<file path="src/rtl/rc4_pkg.sv">
// Shared types and constants for the RC4 key-search sequencer and its memory mux.
package rc4_pkg;

  localparam int KEY_W  = 24;
  localparam int ADDR_W = 8;
  localparam logic [KEY_W-1:0] KEY_MAX = 24'h3FFFFF;

  typedef enum logic [2:0] {
    IDLE = 3'd0,
    INIT = 3'd1,
    SHUF = 3'd2,
    DEC  = 3'd3,
    NEXT = 3'd4,
    DONE = 3'd5
  } phase_t;

  // Memory-mux source select; SEL_NONE forces the shared port to all zeros.
  localparam logic [1:0] SEL_NONE = 2'd0;
  localparam logic [1:0] SEL_A    = 2'd1;
  localparam logic [1:0] SEL_B    = 2'd2;
  localparam logic [1:0] SEL_C    = 2'd3;

endpackage

</file>
<file path="src/rtl/s_mem_mux.sv">
// 3:1 single-port memory request mux; an idle select drives address, data and write enable to zero.
module s_mem_mux
  import rc4_pkg::*;
#(
  parameter int W = 8
) (
  input  logic [1:0]   sel_i,
  input  logic [W-1:0] a_addr_i,
  input  logic [W-1:0] a_data_i,
  input  logic         a_wren_i,
  input  logic [W-1:0] b_addr_i,
  input  logic [W-1:0] b_data_i,
  input  logic         b_wren_i,
  input  logic [W-1:0] c_addr_i,
  input  logic [W-1:0] c_data_i,
  input  logic         c_wren_i,
  output logic [W-1:0] addr_o,
  output logic [W-1:0] data_o,
  output logic         wren_o
);

  always_comb begin
    addr_o = '0;
    data_o = '0;
    wren_o = 1'b0;
    case (sel_i)
      SEL_A: begin
        addr_o = a_addr_i;
        data_o = a_data_i;
        wren_o = a_wren_i;
      end
      SEL_B: begin
        addr_o = b_addr_i;
        data_o = b_data_i;
        wren_o = b_wren_i;
      end
      SEL_C: begin
        addr_o = c_addr_i;
        data_o = c_data_i;
        wren_o = c_wren_i;
      end
      default: ;
    endcase
  end

endmodule

</file>
<file path="src/rtl/rc4_phase_sched.sv">
// RC4 key-search sequencer: runs init/shuffle/decrypt per candidate key and owns the S-memory port.
// Engine handshake: *_start is a level held for the whole phase; the engine answers with a one-cycle *_finished.
module rc4_phase_sched
  import rc4_pkg::*;
#(
  parameter int                  KEY_W   = rc4_pkg::KEY_W,
  parameter logic [KEY_W-1:0]    KEY_MAX = rc4_pkg::KEY_MAX,
  parameter int                  ADDR_W  = rc4_pkg::ADDR_W
) (
  input  logic              clock,
  input  logic              reset,
  input  logic              go,
  input  logic              abort,
  input  logic [KEY_W-1:0]  key_start,
  output logic [KEY_W-1:0]  key,
  output logic              init_start,
  output logic              shuf_start,
  output logic              dec_start,
  input  logic              init_finished,
  input  logic              shuf_finished,
  input  logic              dec_finished,
  input  logic              dec_key_ok,
  input  logic [ADDR_W-1:0] init_addr,
  input  logic [ADDR_W-1:0] shuf_addr,
  input  logic [ADDR_W-1:0] dec_addr,
  input  logic [ADDR_W-1:0] init_data,
  input  logic [ADDR_W-1:0] shuf_data,
  input  logic [ADDR_W-1:0] dec_data,
  input  logic              init_wren,
  input  logic              shuf_wren,
  input  logic              dec_wren,
  output logic [ADDR_W-1:0] s_addr,
  output logic [ADDR_W-1:0] s_data,
  output logic              s_wren,
  output logic              busy,
  output logic              found,
  output logic              failed,
  output phase_t            phase_o
);

  phase_t           state_q, state_d;
  logic [KEY_W-1:0] key_q, key_d;
  logic             found_q, found_d;
  logic             failed_q, failed_d;
  logic             init_start_q, shuf_start_q, dec_start_q;
  logic [1:0]       mux_sel;

  always_comb begin
    state_d  = state_q;
    key_d    = key_q;
    found_d  = found_q;
    failed_d = failed_q;
    if (abort) begin
      state_d  = IDLE;
      found_d  = 1'b0;
      failed_d = 1'b0;
    end else begin
      case (state_q)
        IDLE, DONE: begin
          if (go) begin
            state_d  = INIT;
            key_d    = key_start;
            found_d  = 1'b0;
            failed_d = 1'b0;
          end
        end
        INIT: if (init_finished) state_d = SHUF;
        SHUF: if (shuf_finished) state_d = DEC;
        DEC: begin
          // Exhaustion is tested before incrementing so KEY_MAX itself gets a full attempt.
          if (dec_finished) begin
            if (dec_key_ok) begin
              found_d = 1'b1;
              state_d = DONE;
            end else if (key_q == KEY_MAX) begin
              failed_d = 1'b1;
              state_d  = DONE;
            end else begin
              key_d   = key_q + 1'b1;
              state_d = NEXT;
            end
          end
        end
        NEXT:    state_d = INIT;
        default: state_d = IDLE;
      endcase
    end
  end

  // Starts rise a cycle after the phase is entered and drop on the edge that leaves it,
  // which keeps them one-hot and leaves NEXT with every start low.
  always_ff @(posedge clock or negedge reset) begin
    if (!reset) begin
      state_q      <= IDLE;
      key_q        <= '0;
      found_q      <= 1'b0;
      failed_q     <= 1'b0;
      init_start_q <= 1'b0;
      shuf_start_q <= 1'b0;
      dec_start_q  <= 1'b0;
    end else begin
      state_q      <= state_d;
      key_q        <= key_d;
      found_q      <= found_d;
      failed_q     <= failed_d;
      init_start_q <= (state_q == INIT) && (state_d == INIT);
      shuf_start_q <= (state_q == SHUF) && (state_d == SHUF);
      dec_start_q  <= (state_q == DEC)  && (state_d == DEC);
    end
  end

  always_comb begin
    mux_sel = SEL_NONE;
    case (state_q)
      INIT:    mux_sel = SEL_A;
      SHUF:    mux_sel = SEL_B;
      DEC:     mux_sel = SEL_C;
      default: mux_sel = SEL_NONE;
    endcase
  end

  s_mem_mux #(.W(ADDR_W)) u_s_mem_mux (
    .sel_i    (mux_sel),
    .a_addr_i (init_addr),
    .a_data_i (init_data),
    .a_wren_i (init_wren),
    .b_addr_i (shuf_addr),
    .b_data_i (shuf_data),
    .b_wren_i (shuf_wren),
    .c_addr_i (dec_addr),
    .c_data_i (dec_data),
    .c_wren_i (dec_wren),
    .addr_o   (s_addr),
    .data_o   (s_data),
    .wren_o   (s_wren)
  );

  assign key        = key_q;
  assign init_start = init_start_q;
  assign shuf_start = shuf_start_q;
  assign dec_start  = dec_start_q;
  assign found      = found_q;
  assign failed     = failed_q;
  assign busy       = (state_q == INIT) || (state_q == SHUF) ||
                      (state_q == DEC)  || (state_q == NEXT);
  assign phase_o    = state_q;

endmodule

</file>
<file path="config.mk">
export PLATFORM = sky130hd
export DESIGN_NAME = rc4_phase_sched
export DESIGN_NICKNAME = d
export VERILOG_FILES = /design/src/rtl/rc4_pkg.sv /design/src/rtl/s_mem_mux.sv /design/src/rtl/rc4_phase_sched.sv
export SDC_FILE = /design/constraint.sdc
export NUM_CORES = 1
export LEC_CHECK = 0
export CORE_UTILIZATION = 40
export DETAILED_ROUTE_END_ITERATION = 10
export GPL_ROUTABILITY_DRIVEN = 0
export GPL_TIMING_DRIVEN = 0
export PLACE_DENSITY = 0.82
export SETUP_SLACK_MARGIN = 0.15
export SLEW_MARGIN = 20
export SYNTH_ARGS = -nofsm -noshare
export SYNTH_HDL_FRONTEND = slang
export SYNTH_SLANG_ARGS = --single-unit
</file>
<file path="constraint.sdc">
create_clock -name clock -period 3.03 [get_ports clock]
set_input_delay 0.909 -clock clock [delete_from_list [all_inputs] [get_ports clock]]
set_output_delay 0.909 -clock clock [all_outputs]
set_load 0.05 [all_outputs]
</file>
Yosys cells after proc, flatten, opt, wreduce, memory -nomap -nowiden
Cells that the tools add are included.

cells by class
  $add $sub $neg = 1
  equal/unequal tests = 21
  muxes and demuxes = 27
  bitwise gates (word level) = 1
  reductions and logical operators = 13

operator list
  cell                                                                count
  24-bit two-way mux                                                  4
  24-bit case mux with 2 select lines                                 1
  8-bit case mux with 3 select lines                                  2
  24-bit by 1-bit adder with 24-bit output (second input constant)    1
  24-bit by 22-bit == test with 1-bit output (second input constant)  1
  3-bit two-way mux                                                   5
  3-bit inequality test (second input constant)                       5
  3-bit case mux with 5 select lines                                  1
  3-bit by 2-bit == test with 1-bit output (second input constant)    4
  1-bit two-way mux                                                   10
  2-bit inequality test (second input constant)                       4
  3-bit by 1-bit == test with 1-bit output (second input constant)    2
  3-bit == test (second input constant)                               2
  2-bit case mux with 3 select lines                                  1
  6-bit AND reduction                                                 1
  5-bit AND reduction                                                 1
  2-bit == test (second input constant)                               2
  1-bit case mux with 2 select lines                                  2
  4-bit AND reduction                                                 1
  1-bit logical AND                                                   3
  3-bit zero test                                                     1
  1-bit logical OR                                                    3
  1-bit case mux with 3 select lines                                  1
  3-bit nonzero test                                                  1
  other kinds (4)                                                     4

storage, ports and cells
  bits in registers = 32
  input port bits = 83
  output and inout port bits = 50

Logic depth before layout (Yosys ltp)
Gate-level depths: netlist of the first run.

  depth after elaboration = 8
  mapped depth = 8
  gate-level depth less buffers = 6

By module
Synthesis of the first run repeated with hierarchy kept, for this count alone.

unflattened totals
  cells, all modules = 284
  area total of the unflattened synthesis = 2498.6 µm²

modules (own cells, without submodules)
  module           times used  cells an instance  area each (µm²)  seq. area each (µm²)
  rc4_phase_sched  1           243                2044.5           800.8
  s_mem_mux        1           41                 454.2            0.0

Worst setup path after synthesis of the first run
Ideal clock, no wire load.

  path type = register -> output
  from = register state_q[1] (netlist: phase_o[1])
  to = output port s_addr[0]
  data arrival time = 2503 ps
  required time = 2121 ps
  path slack = -382 ps
  stages on the path, launching flop included = 7
  path buffers = 2
  path through = dfrtp_1 > clkbuf_1 > inv_1 > nor2_1 > clkbuf_1 > a22oi_1 > nor2_1

between the ends
  longest elaborated chain between the ends = 4
  elaborated cells on any way between the ends = 8
  those cells by class = eq/ne: 6; mux: 2

ends and longest elaborated chain
  what                                                                                                         line                    text
  from (decl)                                                                                                  rc4_phase_sched.sv:41   phase_t state_q, state_d;
  from (signal assigned)                                                                                       rc4_phase_sched.sv:102  state_q <= state_d;
  3-bit by 2-bit == test with 1-bit output / 3-bit by 1-bit == test with 1-bit output (equally long branches)  rc4_phase_sched.sv:114  case (state_q)
  2-bit case mux with 3 select lines *                                                                         rc4_phase_sched.sv:114
  2-bit == test / 2-bit by 1-bit == test with 1-bit output (equally long branches)                             s_mem_mux.sv:26         case (sel_i)
  8-bit case mux with 3 select lines *                                                                         s_mem_mux.sv:26
  to (decl)                                                                                                    rc4_phase_sched.sv:32   output logic [ADDR_W-1:0] s_addr,

Every way passes the cells marked *; elsewhere a longest branch is shown, timed or not.

Worst setup path in the final report of the first run
  from = input port dec_addr[5]
  to = output port s_addr[5]

between the ends
  longest elaborated chain between the ends = 1

ends and longest elaborated chain
  what                                line                   text
  from (decl)                         rc4_phase_sched.sv:25  input logic [ADDR_W-1:0] dec_addr,
  8-bit case mux with 3 select lines  s_mem_mux.sv:26

Every way passes these cells.

==> results of run 1 <==
[layout make-up]
type / instances / share of cell area [%]
Clock inverter: 2 / 0.230
Inverter: 7 / 0.603
Sequential cell: 32 / 18.4
Buffer: 21 / 2.33
Timing Repair Buffer: 135 / 32.5
Tap cell: 75 / 2.16
Multi-Input combinational cell: 246 / 41.9
Clock buffer: 6 / 1.90
[critical path: cells and delay by family]
family | cells | cell delay, ps
buf+inv | 2 | 560
mux | 1 | 270
compound gates | 1 | 220
simple gates | 1 | 50
[timing repair]
action,CTS,global route
setup buffers,1,3
pin swaps,5,13
endpoints found under the setup margin,38,32
gates cloned,0,0
resized for setup,148,54
[registers in the layout, summed over array words and instances, names as in the netlist]
name	cells
init_start	1
dec_start	1
key	24
found	1
phase_o	3
shuf_start	1
failed	1
[cells by family after synthesis]
group / Yosys count / synth area share [%]
DFF: 32 / 32.3
muxes: 17 / 7.73
and+or+nand+nor: 135 / 27.0
adders and majority gates: 1 / 0.505
AOI/OAI and AO/OA: 91 / 27.5
xor gates and xnor gates: 2 / 0.707
buffers and inverters: 28 / 4.29
[worst min-delay path by stage]
| stage | startpoint | endpoint | slack, ps |
|---|---|---|---|
| floorplan | reset | dec_start$_DFF_PN0_ | 610 |
| global placement | found$_DFFE_PN0P_ | found$_DFFE_PN0P_ | 530 |
| detailed placement | key[23]$_DFFE_PN0P_ | key[23]$_DFFE_PN0P_ | 560 |
| CTS | reset | key[15]$_DFFE_PN0P_ | 430 |
| global route | reset | key[13]$_DFFE_PN0P_ | 440 |
| finish | reset | key[15]$_DFFE_PN0P_ | 430 |
[power groups by stage]
stage,Clock (mW),Combinational [mW],Sequential (mW)
global placement,0,1.15,0.648
detailed placement,0,1.17,0.654
global route,0.364,1.30,0.663
finish,0.344,1.24,0.649
floorplan,0,0.417,0.950
CTS,0.346,1.20,0.645
[layer usage]
layer	up-vias	part of all wire (%)	GRT usage (%)
met1	1467	37	33.4
met5	-	0	0
met2	185	50	50.6
met3	31	10	7.95
li1	1463	-	-
met4	0	3.1	11.8
[cell usage in the layout (no fill, tap or decap), drive strengths merged, types with 2 or more instances in the layout]
cell type and n:
a211oi 8, clkdlybuf4s50 91, and2 5, a31oi 4, buf 34, o22a 2
nand4 5, mux2 17, nor2 46, clkbuf 16, a32o 3, nand3b 2
dfrtp 32, nor2b 3, nand4b 2, o31ai 2, nor3 10, and4 3
inv 7, and3 7, a21oi 11, nand3 12, or3 3, dlygate4sd2 5
dlymetal6s2s 15, o211ai 7, a22oi 19, nor4 2, nor3b 3, nand2 28
o311ai 4, a311oi 12, o21ai 8, a311o 2, clkinv 2
[stage by stage]
stage | TNS, ps | total power, mW
after detailed placement | -15870 | 1.82
after global placement | -14360 | 1.80
after CTS | 0 | 2.19
after floorplan | 0 | 1.37
after global routing | 0 | 2.33
final | 0 | 2.23
==> summary.md, run 1 <==
| Metric | Value |
|---|---|
| Clock power frac | `between 15 and 20%` |
| Worst-Skew Late Latency | `290 ps` |
| Syn Inst Count | `306` |
| PnR worst setup slack | `120 ps` |
| Area delta synth->final | `75.8%` |
| Number of enable flip-flop cells after synthesis | `0` |
| Sequential standard cell area | `802 um2` |
| Crit path to | `s_addr[5]` |
| MaxCap Viol Count | `0` |
| Post-place instance area | `3990 um2` |
| Site row count | `28` |
| DRT Wirelength | `9200 um` |
| Sw frac | `between 40% and 50%` |
| Htree depth | `2` |
| Leading area contributor after synthesis | `dfrtp_1` |
| Crit-path max cell delay | `roughly 390 ps` |
| CTS tree | `done` |
| Worst clock skew | `11.8 ps` |
| Post-DP HPWL | `6880 um` |
| DRC violations left | `0` |
| Number of global-route vias before repair | `3000` |
| Place WS | `-656 ps` |
| Primary FF master, synth | `dfrtp_1` |
| Distinct cells, synth | `50` |
| Cells along the critical path | `clkdlybuf4s50_1 > mux2_2 > a22oi_2 > nor2_4 > buf_6` |
| Die Y | `80.7 um` |
| Avg Synthesized Cell Area | `8.10 um2` |
| # IOs | `133` |
| Number of filler cells placed in the layout | `455` |
| Core Util, Final | `73.1%` |
| Synth warn | `0` |
| Sinks on Clock Net | `32` |
| Gate power share | `55.4%` |
| CP max-delay cell | `clkdlybuf4s50_1` |
| Final Hold Viols | `0` |
| Initial drt markers | `about 240` |
| Hold WS | `431 ps` |
| Critical Path RT | `around 2100 ps` |
| First-pass GRT wire length | `between 10000 and 15000 um` |
| Inst Count DP | `512` |
| Crit. Startpoint | `dec_addr[5]` |
| Critical path endpoint category | `output port` |
| First-pass DRT Iterations | `5` |
| Peak supply drop | `363 uV` |
| Leak Pwr | `1.79 nW` |
| Pint | `1.19 mW` |
| Total die area | `roughly 6500 um2` |
| Antenna cell count | `0` |
| Achievable frequency | `0.344 GHz` |
| Syn Std Cell Area | `2480 um2` |
| Startpoint Class | `primary input` |
| Setup violators final | `0` |
| Post-synth top cells | `46 x nor2_1, 32 x dfrtp_1, 28 x nand2_1` |
| Initial antenna violation count | `0` |
| Multi-input logic area | `around 1800 um2` |
| RR Endpoint | `key[9]$_DFFE_PN0P_` |
| DRT antenna net count | `0` |
| Hold crit path type | `primary input to async pin` |
| RR Startpoint | `key[0]$_DFFE_PN0P_` |
| Avg WL per Cell | `17.6 um` |
| Worst-path maximum fanout | `1` |
| Largest net degree at the start of global routing | `29` |
| Vias per std cell | `6.00` |
| Max-slew violations | `0` |
| Register area share after synthesis | `around 32%` |
| IO Port Bufs | `130` |
| WS Path Type | `primary input to output port` |
| Layout cells sized above 1 | `approximately a quarter` |
| CTS clock-pin slew for the worst setup and hold paths | `about 70 ps` |
| WP data arrival | `~2000 ps` |
| Die Wd | `80.7 um` |
| FFs w/ async S/R, synth | `100%` |
| R2R Setup Slk | `around 390 ps` |
| Starting density of the core | `41.6%` |
| Non-Filler Instances | `524` |
| Period utilization | `96.0%` |
| Switching Power | `1.04 mW` |
| Mapped Nets | `390` |
| Most common cell in the netlist | `nor2_1` |
| Yosys reg bits | `32` |
| R2R cell count | `7` |
| Total GRT Usage | `29.0%` |
| Vias | `3146` |
| Synth top area share | `32.3%` |
| Rel. slew slack | `44.1%` |
| CTS Buffer Depth | `2` |
| Final Cell Area | `4350 um2` |
| Final net count | `532` |
| Core area | `5960 um2` |
| Area contributors post-synth | `dfrtp_1 32%, mux2_2 7.7%, nor2_1 7.0%` |
| Flop pwr share | `29.1%` |
| Worst slew pin tran | `832 ps` |
| Hold Buf Count CTS | `0` |
| Status | `completed` |
| Fin crit period | `2910 ps` |
| CTS Buf Count | `5` |
| RSZ-0062 raised after global routing | `yes` |
| Power Dens Cells | `about 510 nW/um2` |
| GRT overflow | `0` |
| Clk Tree Root Cell | `clkbuf_8` |
Note: power is estimated with default switching activity, not from simulation.
==> run 2: changes to the inputs <==
--- a/config.mk
+++ b/config.mk
@@ -5,11 +5,11 @@
 export SDC_FILE = /design/constraint.sdc
 export NUM_CORES = 1
 export LEC_CHECK = 0
-export CORE_UTILIZATION = 40
+export CORE_UTILIZATION = 43
 export DETAILED_ROUTE_END_ITERATION = 10
 export GPL_ROUTABILITY_DRIVEN = 0
 export GPL_TIMING_DRIVEN = 0
-export PLACE_DENSITY = 0.82
+export PLACE_DENSITY = 0.87
 export SETUP_SLACK_MARGIN = 0.15
 export SLEW_MARGIN = 20
 export SYNTH_ARGS = -nofsm -noshare
==> constraint.sdc (replaced) <==
create_clock -name clock -period 3.5 [get_ports clock]
set_input_delay 1.05 -clock clock [delete_from_list [all_inputs] [get_ports clock]]
set_output_delay 1.05 -clock clock [all_outputs]
set_load 0.05 [all_outputs]
==> run 2 against run 1 <==
Against the previous run:
- largest cell class unchanged
- final area shrank 10%
- sequential power shrank 13%
- worst setup slack gained 22 ps
- via count shrank 2.5%
- clock power shrank 12%
- highest routed layer unchanged
- first-iteration DRC count grew 36%
==> summary.md, run 2 (synthesis results as in run 1) <==
| Metric | Value |
|---|---|
| Status | `completed` |
| Antenna cell count | `0 (unchanged)` |
| GR Util met1 | `33.2% (-0.17 points)` |
| Worst clock skew | `6.90 ps (-4.85 ps)` |
| Worst-Skew Late Latency | `290 ps (about the same)` |
| Core area | `5540 um2 (-7.0%)` |
| Final Hold Viols | `0 (unchanged)` |
| WP buf/inv | `2 (unchanged)` |
| Clock power frac | `16.4% (+0.9 points)` |
| Hold Buf Count CTS | `0 (unchanged)` |
| Gate power share | `53.1% (-2.3 points)` |
| Crit-path max cell delay | `650 ps (+260 ps)` |
| Die Wd | `77.9 um (-3.5%)` |
| Vias per std cell | `5.94 (-1.0%)` |
| Startpoint Class | `primary input` |
| DRC violations left | `0 (unchanged)` |
| RSZ-0062 raised after global routing | `yes` |
| CP max-delay cell | `nor3_1` |
| CTS Buf Count | `5 (unchanged)` |
| Hold crit path type | `register to register` |
| Final net count | `527 (-0.94%)` |
| Setup TNS | `0 ps (unchanged)` |
| Total die area | `6070 um2 (-6.8%)` |
| GRT overflow | `0 (unchanged)` |
| Gr busiest metal | `met2` |
| Area delta synth->final | `58.0%` |
| Worst slew pin tran | `1060 ps (+230 ps)` |
| Die Y | `77.9 um (-3.5%)` |
| First-pass GRT wire length | `14300 um (-1.0%)` |
| Post-CTS Setup Inserts | `0 (-1)` |
| IO Port Bufs | `130 (unchanged)` |
| Inst Count DP | `508 (-0.78%)` |
| CTS Buffer Depth | `2 (unchanged)` |
| Rel. slew slack | `28.5% (-16 points)` |
| Leak Pwr | `1.53 nW (-15%)` |
| Flop pwr share | `30.5% (+1.4 points)` |
| Clk Tree Root Cell | `clkbuf_8` |
| Sinks on Clock Net | `32 (unchanged)` |
| WS Path Type | `primary input to register` |
| First-pass DRT Iterations | `6 (+1)` |
| MaxCap Viol Count | `0 (unchanged)` |
| Number of filler cells placed in the layout | `473 (+4.0%)` |
| CTS tree | `done` |
| Total power | `1.85 mW (-17%)` |
| Cells along the critical path | `clkdlybuf4s50_1 > or4b_1 > a31o_1 > clkbuf_1 > nor3_1 > a311oi_1` |
| Achievable frequency | `0.298 GHz` |
| Critical path endpoint category | `register` |
| Largest net degree at the start of global routing | `33 (+14%)` |
| Switching Power | `878 uW (-16%)` |
| Met3 GRT Util | `8.59% (+0.63 points)` |
| Starting density of the core | `44.7% (+3.1 points)` |
| Period utilization | `95.9%` |
| CTS clock-pin slew for the worst setup and hold paths | `70 ps (about the same)` |
| Layout cells sized above 1 | `14.2% (-9.4 points)` |
| Post-DP HPWL | `6630 um (-3.6%)` |
| Vias | `3067 (-2.5%)` |
| Critical Path RT | `3630 ps (+1510 ps)` |
| Non-Filler Instances | `516 (-1.5%)` |
| Commonest non-fill, non-tap cells in the layout | `111 x clkdlybuf4s50_1, 35 x nor2_1, 32 x dfrtp_1, 28 x nand2_1, 21 x buf_2` |
| Avg WL per Cell | `17.0 um (-3.2%)` |
| WP data arrival | `3490 ps (+1490 ps)` |
| Fin crit period | `3360 ps` |
| Max-slew violations | `0 (unchanged)` |
| DRT Wirelength | `8780 um (-4.7%)` |
| # IOs | `133 (unchanged)` |
| Site row count | `27 (-3.6%)` |
| Core Util, Final | `70.6% (-2.5 points)` |
| Worst-path maximum fanout | `10 (+9)` |
| Number of global-route vias before repair | `3022 (+0.73%)` |
| Pint | `968 uW (-18%)` |
| Initial drt markers | `328 (+36%)` |
| Total GRT Usage | `29.8% (+0.77 points)` |
| CP top delay family | `simple AND/OR/NAND/NOR gates` |
| Setup violators final | `0 (unchanged)` |
| Initial antenna violation count | `0 (unchanged)` |
| Sw frac | `47.5% (+0.79 points)` |
| Power Dens Cells | `472 nW/um2 (-7.8%)` |
| Peak supply drop | `256 uV (-30%)` |
| DRT antenna net count | `0 (unchanged)` |
| Met2 Use GR | `53.5% (+2.9 points)` |
| Max FFs per register | `24 (unchanged)` |
| Htree depth | `2 (unchanged)` |
| Most common cell after layout, fill and taps aside | `clkdlybuf4s50_1` |
## run 2: layout make-up
type	count	area, um2	share of cell area [%]
clock inverters	2	10.0	0.256
repair buffers	130	1210	30.9
well taps	72	90.1	2.30
flip-flops and latches	32	801	20.5
inverters	7	26.3	0.671
clock buffers	6	82.6	2.11
plain buffers	21	85.1	2.17
multi-input cells	246	1610	41.1
## run 2: per-stage QoR
stage / hold slack [ps] / instance area [um2] / worst slack (ps)
final: 570 / 3910 / 142
after global routing: 614 / 3910 / 109
after CTS: 562 / 3990 / 62.5
after detailed placement: 553 / 3890 / -508
after global placement: 545 / 3890 / -415
after floorplan: 754 / 2500 / 163
## run 2: what timing repair did
action | 4_1_cts | 5_1_grt
pin swaps | 0 | 0
endpoints found under the setup margin | 18 | 27
resized for setup | 64 | 30
## run 2: power groups by stage
stage	clock network, mW	logic, mW	registers [mW]
finish	0.303	0.980	0.563
global route	0.318	1.04	0.577
floorplan	0	0.347	0.822
detailed placement	0	0.996	0.564
global placement	0	0.985	0.560
CTS	0.302	0.991	0.559
## run 2: routing by layer
metal  wire length (um)  share of wire, %
met4                189               2.2
met2               4390                50
met3                909                10
met1               3280                37
met5                  0                 0
## run 2: path summary, 6_finish.rpt
kind                       slack [ps]  depth (start not counted)             endpoint                 from
max in group asynchronous        2210                          1   key[0]$_DFFE_PN0P_                reset
max reg2reg                       500                          7  key[11]$_DFFE_PN0P_   key[0]$_DFFE_PN0P_
min in group asynchronous         810                          1   key[6]$_DFFE_PN0P_                reset
max                               140                          6  key[13]$_DFFE_PN0P_                   go
min reg2reg                       570                          1  key[10]$_DFFE_PN0P_  key[10]$_DFFE_PN0P_
min                               570                          1  key[10]$_DFFE_PN0P_  key[10]$_DFFE_PN0P_
